`src/rtl/lc3_mem_arbiter.sv`:
```
// lc3_mem_arbiter: shares one single-port memory between the LC3 fetch
// path and the MemAccess data path. Data wins arbitration by default; a
// saturating starve counter lets a waiting fetch through after
// STARVE_LIMIT consecutive losses. Each access takes at least 3 cycles:
// IDLE (grant) -> BUSY_x (mem_req until mem_ack) -> DONE_x (completion pulse).
module lc3_mem_arbiter #(
  parameter int unsigned AW           = 16,
  parameter int unsigned DW           = 16,
  parameter int unsigned STARVE_LIMIT = 4
) (
  input  logic          clock,
  input  logic          reset,
  input  logic          I_macc,
  input  logic [AW-1:0] pc,
  output logic [DW-1:0] Instr_dout,
  output logic          complete_instr,
  input  logic          D_macc,
  input  logic [AW-1:0] Data_addr,
  input  logic          Data_rd,
  input  logic [DW-1:0] Data_din,
  output logic [DW-1:0] Data_dout,
  output logic          complete_data,
  output logic          mem_req,
  output logic [AW-1:0] mem_addr,
  output logic          mem_rd,
  output logic [DW-1:0] mem_wdata,
  input  logic [DW-1:0] mem_rdata,
  input  logic          mem_ack,
  output logic          grant_d
);

  typedef enum logic [2:0] {
    IDLE   = 3'd0,
    BUSY_I = 3'd1,
    BUSY_D = 3'd2,
    DONE_I = 3'd3,
    DONE_D = 3'd4
  } state_t;

  localparam logic [3:0] STARVE_LIM = 4'(STARVE_LIMIT);

  state_t     state;
  state_t     state_nx;
  logic [3:0] starve_cnt;
  logic       win_i;
  logic       win_d;

  // Arbitration decision; only meaningful in IDLE, data wins unless fetch is starved
  always_comb begin
    win_i = 1'b0;
    win_d = 1'b0;
    if (state == IDLE) begin
      if (I_macc && D_macc) begin
        if (starve_cnt >= STARVE_LIM) win_i = 1'b1;
        else                          win_d = 1'b1;
      end else if (D_macc) begin
        win_d = 1'b1;
      end else if (I_macc) begin
        win_i = 1'b1;
      end
    end
  end

  // State register
  always_ff @(posedge clock or posedge reset) begin
    if (reset) state <= IDLE;
    else       state <= state_nx;
  end

  // Next-state logic; mem_ack is only honoured while a transaction is in BUSY
  always_comb begin
    state_nx = state;
    case (state)
      IDLE: begin
        if (win_d)      state_nx = BUSY_D;
        else if (win_i) state_nx = BUSY_I;
      end
      BUSY_I:  if (mem_ack) state_nx = DONE_I;
      BUSY_D:  if (mem_ack) state_nx = DONE_D;
      DONE_I:  state_nx = IDLE;
      DONE_D:  state_nx = IDLE;
      default: state_nx = IDLE;
    endcase
  end

  // State-decoded outputs
  always_comb begin
    mem_req        = (state == BUSY_I) || (state == BUSY_D);
    complete_instr = (state == DONE_I);
    complete_data  = (state == DONE_D);
    grant_d        = (state == BUSY_D) || (state == DONE_D);
  end

  // Starve counter: counts fetch losses to data, saturating, cleared on fetch grant
  always_ff @(posedge clock or posedge reset) begin
    if (reset) begin
      starve_cnt <= '0;
    end else if (win_i) begin
      starve_cnt <= '0;
    end else if (win_d && I_macc && (starve_cnt != 4'hF)) begin
      starve_cnt <= starve_cnt + 4'd1;
    end
  end

  // Request latching at grant and read-data capture at the ack edge
  always_ff @(posedge clock or posedge reset) begin
    if (reset) begin
      mem_addr   <= '0;
      mem_rd     <= 1'b0;
      mem_wdata  <= '0;
      Instr_dout <= '0;
      Data_dout  <= '0;
    end else begin
      if (win_d) begin
        mem_addr  <= Data_addr;
        mem_rd    <= Data_rd;
        mem_wdata <= Data_din;
      end else if (win_i) begin
        mem_addr <= pc;
        mem_rd   <= 1'b1;
      end
      if ((state == BUSY_I) && mem_ack) Instr_dout <= mem_rdata;
      if ((state == BUSY_D) && mem_ack && mem_rd) Data_dout <= mem_rdata;
    end
  end

endmodule

```
`config.mk`:
```
export PLATFORM = sky130hd
export DESIGN_NAME = lc3_mem_arbiter
export DESIGN_NICKNAME = d
export VERILOG_FILES = /design/src/rtl/lc3_mem_arbiter.sv
export SDC_FILE = /design/constraint.sdc
export NUM_CORES = 1
export LEC_CHECK = 0
export CAP_MARGIN = 40
export CORE_ASPECT_RATIO = 0.7
export CORE_MARGIN = 2
export CORE_UTILIZATION = 38
export DETAILED_ROUTE_END_ITERATION = 6
export PLACE_DENSITY = 0.77
export SYNTH_ARGS = -nofsm -noshare
export SYNTH_HDL_FRONTEND = slang
export SYNTH_SLANG_ARGS = --single-unit
```
`constraint.sdc`:
```
create_clock -name clock -period 2.15 [get_ports clock]
set_input_delay 0.43 -clock clock [delete_from_list [all_inputs] [get_ports clock]]
set_output_delay 0.43 -clock clock [all_outputs]
set_load 0.02 [all_outputs]
```
==> results of run 1 <==
[synth_stat cells (all sizes together)]
master  number
nor3b        2
ha           1
a21oi       18
o21a         2
and3         1
nor3         1
dfrtp       72
nand2        4
mux2        48
o22a         1
and4bb       1
o21ai       20
and2         3
nor2         6
nand3       18
buf         13
or4b         1
or2          1
inv          3
clkbuf       5
xnor2        2
a31oi       17
[area by class of cell]
class / count / area [um^2]
Clock buffer: 10 / 239
Clock inverter: 2 / 10.0
Fill cell: 670 / 3050
Inverter: 3 / 15.0
Multi-Input combinational cell: 147 / 1160
Sequential cell: 72 / 1800
Tap cell: 101 / 126
Timing Repair Buffer: 145 / 1460
[state kept, by name, summed over array words and instances (netlist names)]
name        count
mem_rd          1
mem_addr       16
mem_wdata      16
starve_cnt      4
Data_dout      16
Instr_dout     16
state           3
[path summary, 6_finish.rpt]
| kind | start | endpoint | slack [ps] | depth (start not counted) |
|---|---|---|---|---|
| max in group asynchronous | reset | state[1]$_DFFE_PP0P_ | 1260 | 3 |
| min | Instr_dout[3]$_DFFE_PP0P_ | Instr_dout[3]$_DFFE_PP0P_ | 480 | 1 |
| max | state[2]$_DFFE_PP0P_ | grant_d | 280 | 3 |
| max reg2reg | state[2]$_DFFE_PP0P_ | mem_addr[8]$_DFFE_PP0P_ | 290 | 3 |
| min in group asynchronous | reset | Data_dout[10]$_DFFE_PP0P_ | 550 | 3 |
| min reg2reg | Instr_dout[3]$_DFFE_PP0P_ | Instr_dout[3]$_DFFE_PP0P_ | 480 | 1 |
[power by group through the flow]
stage	Sequential (mW)	Combinational [mW]	Clock (mW)
2_1_floorplan	3.13	1.42	0
3_3_place_gp	2.43	3.76	0
3_5_place_dp	2.47	3.83	0
4_1_cts	2.47	3.83	1.34
5_1_grt	2.56	4.02	1.39
6_report	2.46	3.78	1.29
[logic make-up (layout without fill, tap and decap cells)]
family	Yosys count	after routing	share of synthesized area, %
flops	72	72	58.3
simple gates	38	38	7.53
buf+inv	21	160	3.97
fa+ha+maj	1	1	0.405
compound gates	58	58	10.5
xor+xnor	2	2	0.567
mux	48	48	18.7
[metal layers]
metal | vias up | global-route usage (%)
met5 | - | 0
met1 | 1275 | 22.6
met4 | 0 | 8.64
met2 | 91 | 31.8
li1 | 1137 | -
met3 | 13 | 7.06
[critical path, stage by stage (launching register included)]
cell and delay [ps]:
sky130_fd_sc_hd__dfrtp_1 490, sky130_fd_sc_hd__xnor2_1 180, sky130_fd_sc_hd__nor2_1 80, sky130_fd_sc_hd__dlygate4sd2_1 360
[what timing repair did]
item | CTS | global route
cloned | 0 | 0
gates resized for setup | 5 | 1
endpoints found under the setup margin | 4 | 1
endpoints found under the hold margin | 0 | 0
==> reports/qor_table.md, run 1 <==
| Result | This run |
|---|---|
| Placer Congestion | 0.753 |
| Tot GR Track Use | 19.2% |
| Uppermost routed layer | met4 |
| Maximum number of pins on one net before global-route repair | 73 |
| Final setup violation count | 0 |
| Wire length of the first global-routing pass | 13100 um |
| Warning count from the yosys run | 0 |
| Clock latency at the later pin of the worst-skew pair | 330 ps |
| Clk network pwr share | 17.2% |
| Via count | 2516 |
| Number of instances in the synthesized netlist | 240 |
| Top library cells by usage in the layout, fill and taps aside | sky130_fd_sc_hd__clkdlybuf4s50_1 (134), sky130_fd_sc_hd__dfrtp_1 (70), sky130_fd_sc_hd__mux2_1 (35) |
| Met3 routed wirelength | 561 um |
| Switching power of the nets | 2.81 mW |
| DRC | 0 |
| Worst EP arrival | 1440 ps |
| Pwr dens | 1560 nW/um^2 |
| Clock Root Buffer | sky130_fd_sc_hd__clkbuf_16 |
| Static power due to leakage | 2.03 nW |
| Switching power share of the total | 37.2% |
| Clock tree from TritonCTS | built |
| Worst slew slack as a fraction of its limit | 58.4% |
| Pre-CTS worst setup slack | 108 ps |
| Sequential share of the synthesized area | 58.3% |
| Placeable core region | 7870 um^2 |
| Worst Tran Pin Value | 625 ps |
| Area after DPL | 4570 um^2 |
| Post-route setup slack | 280 ps |
| PnR Total Power | 7.54 mW |
| Maximum frequency from static timing analysis | 0.535 GHz |
| Setup repair after global routing missed its margin | false |
| Period utilization | 87.0% |
| Most frequent standard cell in the layout excluding fill and tap cells | sky130_fd_sc_hd__clkdlybuf4s50_1 |
| Number of search-and-repair iterations in the first detailed-routing pass | 4 |
| Number of max-slew violations in the final report | 0 |
| Top-level port count | 139 |
| Most area-consuming cells after synthesis | sky130_fd_sc_hd__dfrtp_1 (58%), sky130_fd_sc_hd__mux2_1 (13%), sky130_fd_sc_hd__mux2_4 (4.9%) |
| Number of vias per cell after detailed routing | 5.24 |
| Row count | 27 |
| Initial antenna violation count | 0 |
| Overflow after GRT | 0 |
| Cell taking the most area after synthesis | sky130_fd_sc_hd__dfrtp_1 |
| Register bit total from synthesis | 72 |
| Area growth from synthesis to layout | 55.9% |
| Post-CTS setup buffer count | 0 |
| 1st-iter DRT viols | 136 |
| Total nets after synthesis | 311 |
| Net count reported at finish | 449 |
| Met1 wire length | 3400 um |
| Number of port buffers | 138 |
| Cell area after synthesis | 3090 um^2 |
| Setup crit start kind | register |
| Number of distinct standard cells referenced by the synthesized netlist | 30 |
| Worst-path clk slew | 50 ps |
| Clock tree skew after final layout | 2.53 ps |
| Critical path capture point type | primary output |
| Max IR drop VDD | 0.915 mV |
| Area fraction of the dominant cell type after synthesis | 58.3% |
| Vert. Die Dim | 79.4 um |
| Final critical path time including I/O delays and setup | 1870 ps |
| Max-cap violations | 0 |
| Final Hold Violating Endpoints | 0 |
| Proportion of power drawn by flip-flops and latches | 32.6% |
| Non-Filler Instances | 480 |
| Final Cell Area | 4820 um^2 |
| Vias in the first global route | 2591 |
| Run status | finished, final reports clean |
| Syn_area_per_cell | 12.9 um^2 |
| Number of hold buffers added after CTS | 0 |
| Total Die Area | 8880 um^2 |
| DRT antenna net count | 0 |
| Bufs on Longest Clock Path | 2 |
| Met2 WL post-DR | 4110 um |
| Clock buffers created by TritonCTS | 9 |
| Share of final-layout standard cells stronger than drive strength 1 | 10.6% |
| Critical path fanouts, max | 9 |
| Number of levels in the clock H-tree | 3 |
| Die width | 112 um |
| Hold WC Path Type | register to register |
| Proportion of power drawn by combinational gates | 50.2% |
| Critical setup path kind | register to primary output |
| Internal portion of total power | 4.73 mW |
| Initial standard-cell utilization of the core | 39.2% |
| Number of placed cells counting well taps | 468 |
| Post-DP HPWL | 5910 um |
| Utilization after layout | 61.2% |
| Setup TNS after final layout | 0 ps |
| DR WL/cell | 17.2 um |
| Data required time of the worst path | 1720 ps |
| Worst Hold Slack | 483 ps |
| Sinks on the clock net | 72 |
| Routed WL | 8260 um |
| Diode insertion count for antenna repair | 0 |
No activity file was read; power rests on OpenSTA's default activity.
==> run 2, diff against run 1 <==
Settings changed: CELL_PAD_IN_SITES_DETAIL_PLACEMENT set to 0, CELL_PAD_IN_SITES_GLOBAL_PLACEMENT set to 1, CORE_UTILIZATION 38 to 32, CTS_CLUSTER_SIZE set to 10, PLACE_DENSITY 0.77 to not set, PLACE_DENSITY_LB_ADDON set to 0.1.
Clock period 2.15 ns to 1.8 ns, I/O delays scaled along.
==> run 2 against run 1 <==
Compared with the run above: utilization shrank 6.7 points; critical path depth up 2; combinational power grew 24%; wire length up 1.8%; first-iteration DRC count shrank 46%; total power rose by 25%; sequential power increased by 18%; clock power increased by 41%; hold slack got worse by 82 ps; global-route usage is 2.2 points lower; sequential share of layout area is 1.6 points lower; critical path type is now register to register; largest power group unchanged.
==> reports/qor_table.md, run 2 (synthesis results as in run 1) <==
| Result | This run |
|---|---|
| Area after DPL | 4730 um^2 |
| Non-Filler Instances | 519 |
| CP max stage cell | sky130_fd_sc_hd__dfrtp_1 |
| Clock Root Buffer | sky130_fd_sc_hd__clkbuf_16 |
| Number of levels in the clock H-tree | 3 |
| Post-route setup slack | 124 ps |
| Total Die Area | 10500 um^2 |
| Post-CTS setup buffer count | 0 |
| Bufs on Longest Clock Path | 2 |
| Sinks on the clock net | 72 |
| Run status | finished, final reports clean |
| Initial standard-cell utilization of the core | 33.5% |
| Clock buffers created by TritonCTS | 9 |
| Post-DP HPWL | 6230 um |
| Number of search-and-repair iterations in the first detailed-routing pass | 4 |
| Placer Congestion | 0.757 |
| Share of final-layout standard cells stronger than drive strength 1 | 14.4% |
| Die width | 121 um |
| Clock tree skew after final layout | 6.13 ps |
| Number of vias per cell after detailed routing | 4.73 |
| Final Hold Violating Endpoints | 0 |
| Max IR drop VDD | 1.11 mV |
| Pwr dens | 1880 nW/um^2 |
| Setup crit start kind | register |
| DRT antenna net count | 0 |
| Maximum number of pins on one net before global-route repair | 27 |
| Net count reported at finish | 462 |
| Row count | 29 |
| Initial antenna violation count | 0 |
| Fillers | 827 |
| Setup repair after global routing missed its margin | false |
| Critical path's most frequent cell | sky130_fd_sc_hd__buf_4 |
| Critical setup path kind | register to register |
| Wire length of the first global-routing pass | 13500 um |
| Final Cell Area | 5020 um^2 |
| Number of max-slew violations in the final report | 0 |
| Number of port buffers | 138 |
| Diode insertion count for antenna repair | 0 |
| Maximum frequency from static timing analysis | 0.597 GHz |
| Largest stage delay, worst path | 470 ps |
| Clock latency at the later pin of the worst-skew pair | 330 ps |
| Data required time of the worst path | 2000 ps |
| Top library cells by usage in the layout, fill and taps aside | sky130_fd_sc_hd__clkdlybuf4s50_1 (133), sky130_fd_sc_hd__dfrtp_1 (72), sky130_fd_sc_hd__mux2_1 (35) |
| Routed WL | 8410 um |
| Via count | 2456 |
| Number of placed cells counting well taps | 504 |
| Final critical path time including I/O delays and setup | 1680 ps |
| Overflow after GRT | 0 |
| Top-level port count | 139 |
| Vert. Die Dim | 86.2 um |
| Critical path capture point type | register |
| Worst Tran Pin Value | 481 ps |
| Tot GR Track Use | 17.0% |
| Worst-path clk slew | 60 ps |
| Setup TNS after final layout | 0 ps |
| Most frequent standard cell in the layout excluding fill and tap cells | sky130_fd_sc_hd__clkdlybuf4s50_1 |
| Clock tree from TritonCTS | built |
| Pre-CTS worst setup slack | -72.5 ps |
| Final setup violation count | 0 |
| Period utilization | 93.1% |
| Placeable core region | 9220 um^2 |
| Vias in the first global route | 2575 |
| DRC | 0 |
| 1st-iter DRT viols | 73 |
| DR WL/cell | 16.2 um |
| Worst EP arrival | 1880 ps |
| Max-cap violations | 0 |
| Hold WC Path Type | input port to async pin |
| Critical path fanouts, max | 8 |
| Area growth from synthesis to layout | 62.5% |
| Cell-by-cell trace of the critical path | buf_4, nor3_4, nand3_4, buf_4, mux2_1 |
| Static power due to leakage | 2.11 nW |
| Worst slew slack as a fraction of its limit | 67.9% |
## run 2: cell count changes in the layout (fill, tap and decap cells not counted)
cell,previous run,this run
sky130_fd_sc_hd__clkbuf_1,0,1
sky130_fd_sc_hd__buf_12,2,5
sky130_fd_sc_hd__dfrtp_2,2,0
sky130_fd_sc_hd__clkinv_2,2,0
sky130_fd_sc_hd__clkdlybuf4s50_1,134,133
sky130_fd_sc_hd__dlygate4sd2_1,3,0
sky130_fd_sc_hd__buf_4,5,15
sky130_fd_sc_hd__dfrtp_1,70,72
sky130_fd_sc_hd__clkinvlp_4,1,2
sky130_fd_sc_hd__clkbuf_8,1,3
sky130_fd_sc_hd__bufinv_16,0,1
sky130_fd_sc_hd__clkbuf_2,0,4
## run 2: metrics by stage
stage | power (mW) | hold slack [ps] | util [%]
after detailed placement | 7.73 | 474 | 51.3
after global placement | 7.68 | 468 | 51.3
final | 9.42 | 401 | 54.5
after global routing | 9.99 | 441 | 54.5
after CTS | 9.57 | 410 | 54.6
after floorplan | 5.44 | 450 | -
## run 2: report_power, final
part           internal [mW]  leakage, nW  switching (mW)
sequential              2.43        0.857           0.469
combinational           2.42         1.11            2.28
clock                   1.18        0.148           0.643
total                   6.03         2.11            3.39
## run 2: final cells by class
type / count / area [um^2] / share of cell area (%)
sequential: 72 / 1800 / 35.9
timing repair buffer: 158 / 1580 / 31.4
multi-input combinational: 147 / 1160 / 23.2
clock buffer: 13 / 270 / 5.38
tap: 124 / 155 / 3.09
clock inverter: 2 / 37.5 / 0.748
inverter: 3 / 15.0 / 0.299
## run 2: path summary, 6_finish.rpt
check	from	end	slack, ps	depth (start not counted)
worst max-delay path	state[2]$_DFFE_PP0P_	mem_wdata[9]$_DFFE_PP0N_	120	5
worst min-delay path	reset	Data_dout[4]$_DFFE_PP0P_	400	2
worst max register to register	state[2]$_DFFE_PP0P_	mem_wdata[9]$_DFFE_PP0N_	120	5
worst min register to register	starve_cnt[0]$_DFFE_PP0P_	starve_cnt[0]$_DFFE_PP0P_	480	1
max in group asynchronous	reset	mem_wdata[1]$_DFFE_PP0N_	920	3
min in group clock	starve_cnt[0]$_DFFE_PP0P_	starve_cnt[0]$_DFFE_PP0P_	480	1
## run 2: worst max-delay path, delay by kind of cell, from the launching register on
family / cells / cell delay [ps]
mux: 1 / 310
flops: 1 / 470
simple gates: 2 / 410
buf+inv: 2 / 360
## run 2: per-layer routing
layer,GRT usage (%),part of all wire [%],vias to the layer above,routed length (um)
li1,-,-,1176,-
met1,22.0,46,1198,3830
met2,25.4,45,76,3760
met3,8.16,9.0,6,758
met4,5.43,0.74,0,62
met5,0,0,-,0
## run 2: what timing repair did
item	CTS	global route
endpoints found under the hold margin	0	0
hold buffers	0	0
endpoints found under the setup margin	4	5
resized for setup	7	7
==> run 3, diff against run 2 <==
Settings changed: CORE_MARGIN 2 to 1.
==> run 3 against run 2 <==
Compared with the run above: via count shrank 0.77%; fmax grew 0.62%; sequential power is essentially flat; critical path type is now register to primary output.
==> reports/qor_table.md, run 3 (synthesis results as in run 1) <==
| Result | This run |
|---|---|
| Run status | finished, final reports clean |
| Via count | 2437 |
| Critical setup path kind | register to primary output |
| Placeable core region | 9220 um^2 |
| 1st-iter DRT viols | 128 |
| Setup repair after global routing missed its margin | false |
| Tot GR Track Use | 17.4% |
| Sinks on the clock net | 72 |
| Vias in the first global route | 2554 |
| DR WL/cell | 16.1 um |
| Diode insertion count for antenna repair | 0 |
| Worst Tran Pin Value | 459 ps |
| Placer Congestion | 0.721 |
| Max-cap violations | 0 |
| Total Die Area | 10100 um^2 |
| Period utilization | 92.5% |
| Number of vias per cell after detailed routing | 4.74 |
| Clock Root Buffer | sky130_fd_sc_hd__clkbuf_16 |
| Row count | 29 |
| Worst EP arrival | 1310 ps |
| DRC | 0 |
| Most frequent standard cell in the layout excluding fill and tap cells | sky130_fd_sc_hd__clkdlybuf4s50_1 |
| Number of levels in the clock H-tree | 3 |
| Kind of cell with the highest combined delay on the critical path | buffers and inverters |
| Vert. Die Dim | 84.2 um |
| Maximum number of pins on one net before global-route repair | 73 |
| Routed WL | 8270 um |
| Number of hold buffers added after CTS | 0 |
| Final Hold Violating Endpoints | 0 |
| Worst slew slack as a fraction of its limit | 69.4% |
| Number of max-slew violations in the final report | 0 |
| Area growth from synthesis to layout | 60.3% |
| Wire length of the first global-routing pass | 13500 um |
| Critical path fanouts, max | 2 |
| Initial antenna violation count | 0 |
| Critical path buffers and inverters | 1 |
| Maximum frequency from static timing analysis | 0.600 GHz |
| Share of final-layout standard cells stronger than drive strength 1 | 13.3% |
| Post-DP HPWL | 5850 um |
| Static power due to leakage | 2.08 nW |
| Critical path capture point type | primary output |
| Number of search-and-repair iterations in the first detailed-routing pass | 4 |
| Max IR drop VDD | 0.932 mV |
| Setup crit start kind | register |
| Number of port buffers | 138 |
| Data required time of the worst path | 1440 ps |
| Worst Hold Slack | 483 ps |
| Top library cells by usage in the layout, fill and taps aside | sky130_fd_sc_hd__clkdlybuf4s50_1 (133), sky130_fd_sc_hd__dfrtp_1 (72), sky130_fd_sc_hd__mux2_1 (35) |
| Overflow after GRT | 0 |
| Net count reported at finish | 459 |
| Die width | 119 um |
| Pwr dens | 1870 nW/um^2 |
| CP max stage cell | sky130_fd_sc_hd__clkdlybuf4s50_1 |
| Largest stage delay, worst path | 630 ps |
| Final setup violation count | 0 |
| Final critical path time including I/O delays and setup | 1670 ps |
| Initial standard-cell utilization of the core | 33.5% |
| Fillers | 829 |
| Clock tree from TritonCTS | built |
| Area after DPL | 4690 um^2 |
| Hold WC Path Type | register to register |
| Cell-by-cell trace of the critical path | clkdlybuf4s50_1 |
| Clock latency at the later pin of the worst-skew pair | 320 ps |
| Clock buffers created by TritonCTS | 9 |
| Worst-path clk slew | 50 ps |
| Top-level port count | 139 |
| Final Cell Area | 4950 um^2 |
| DRT antenna net count | 0 |
| Bufs on Longest Clock Path | 2 |
| Clock tree skew after final layout | 3.76 ps |
run 3: routing by layer:
layer | global-route usage, % | wire length (um) | share of wire (%) | vias up
met2 | 24.6 | 3560 | 43 | 81
li1 | - | - | - | 1157
met3 | 7.61 | 699 | 8.4 | 8
met5 | 0 | 0 | 0 | -
met1 | 24.2 | 3930 | 48 | 1191
met4 | 4.77 | 76 | 0.92 | 0
run 3: path summary, 6_finish.rpt:
path                                           start                         end  slack [ps]  depth (start not counted)
max                         mem_addr[10]$_DFFE_PP0P_                mem_addr[10]         130                          1
min                        starve_cnt[0]$_DFFE_PP0P_   starve_cnt[0]$_DFFE_PP0P_         480                          1
max reg2reg                     state[2]$_DFFE_PP0P_   Data_dout[15]$_DFFE_PP0P_         140                          4
min reg2reg                starve_cnt[0]$_DFFE_PP0P_   starve_cnt[0]$_DFFE_PP0P_         480                          1
max in group asynchronous                      reset   starve_cnt[3]$_DFFE_PP0P_         960                          3
min in group asynchronous                      reset  Instr_dout[13]$_DFFE_PP0P_         490                          3
run 3: through the flow:
stage,utilization [%],power [mW],setup TNS (ps),setup slack (ps),std cells
floorplan,-,5.44,0,256,240
global placement,50.9,7.67,-730,-47.1,500
detailed placement,50.9,7.71,-1960,-98.7,500
CTS,53.7,9.35,0,1.24,513
global route,53.7,9.80,0,71.7,514
finish,53.7,9.24,0,134,514
run 3: cell type report:
cell class	instances	area, um^2	share of cell area [%]
flip-flops and latches	72	1800	36.4
repair buffers	155	1550	31.4
multi-input cells	147	1160	23.5
clock buffers	12	256	5.18
well taps	124	155	3.13
inverters	3	15.0	0.303
clock inverters	1	5.00	0.101
run 3: report_power, final:
| group | total [mW] | internal, mW | leakage, nW | switching [mW] |
|---|---|---|---|---|
| combinational | 4.74 | 2.44 | 1.10 | 2.30 |
| clock | 1.60 | 0.982 | 0.130 | 0.619 |
| sequential | 2.90 | 2.43 | 0.857 | 0.469 |
| total | 9.24 | 5.85 | 2.08 | 3.39 |
run 3: what timing repair did:
action | in CTS | in global routing
setup buffers | 0 | 1
cloned | 0 | 0
gates resized for setup | 8 | 6
setup endpoints to repair | 4 | 21
pin swaps | 0 | 1
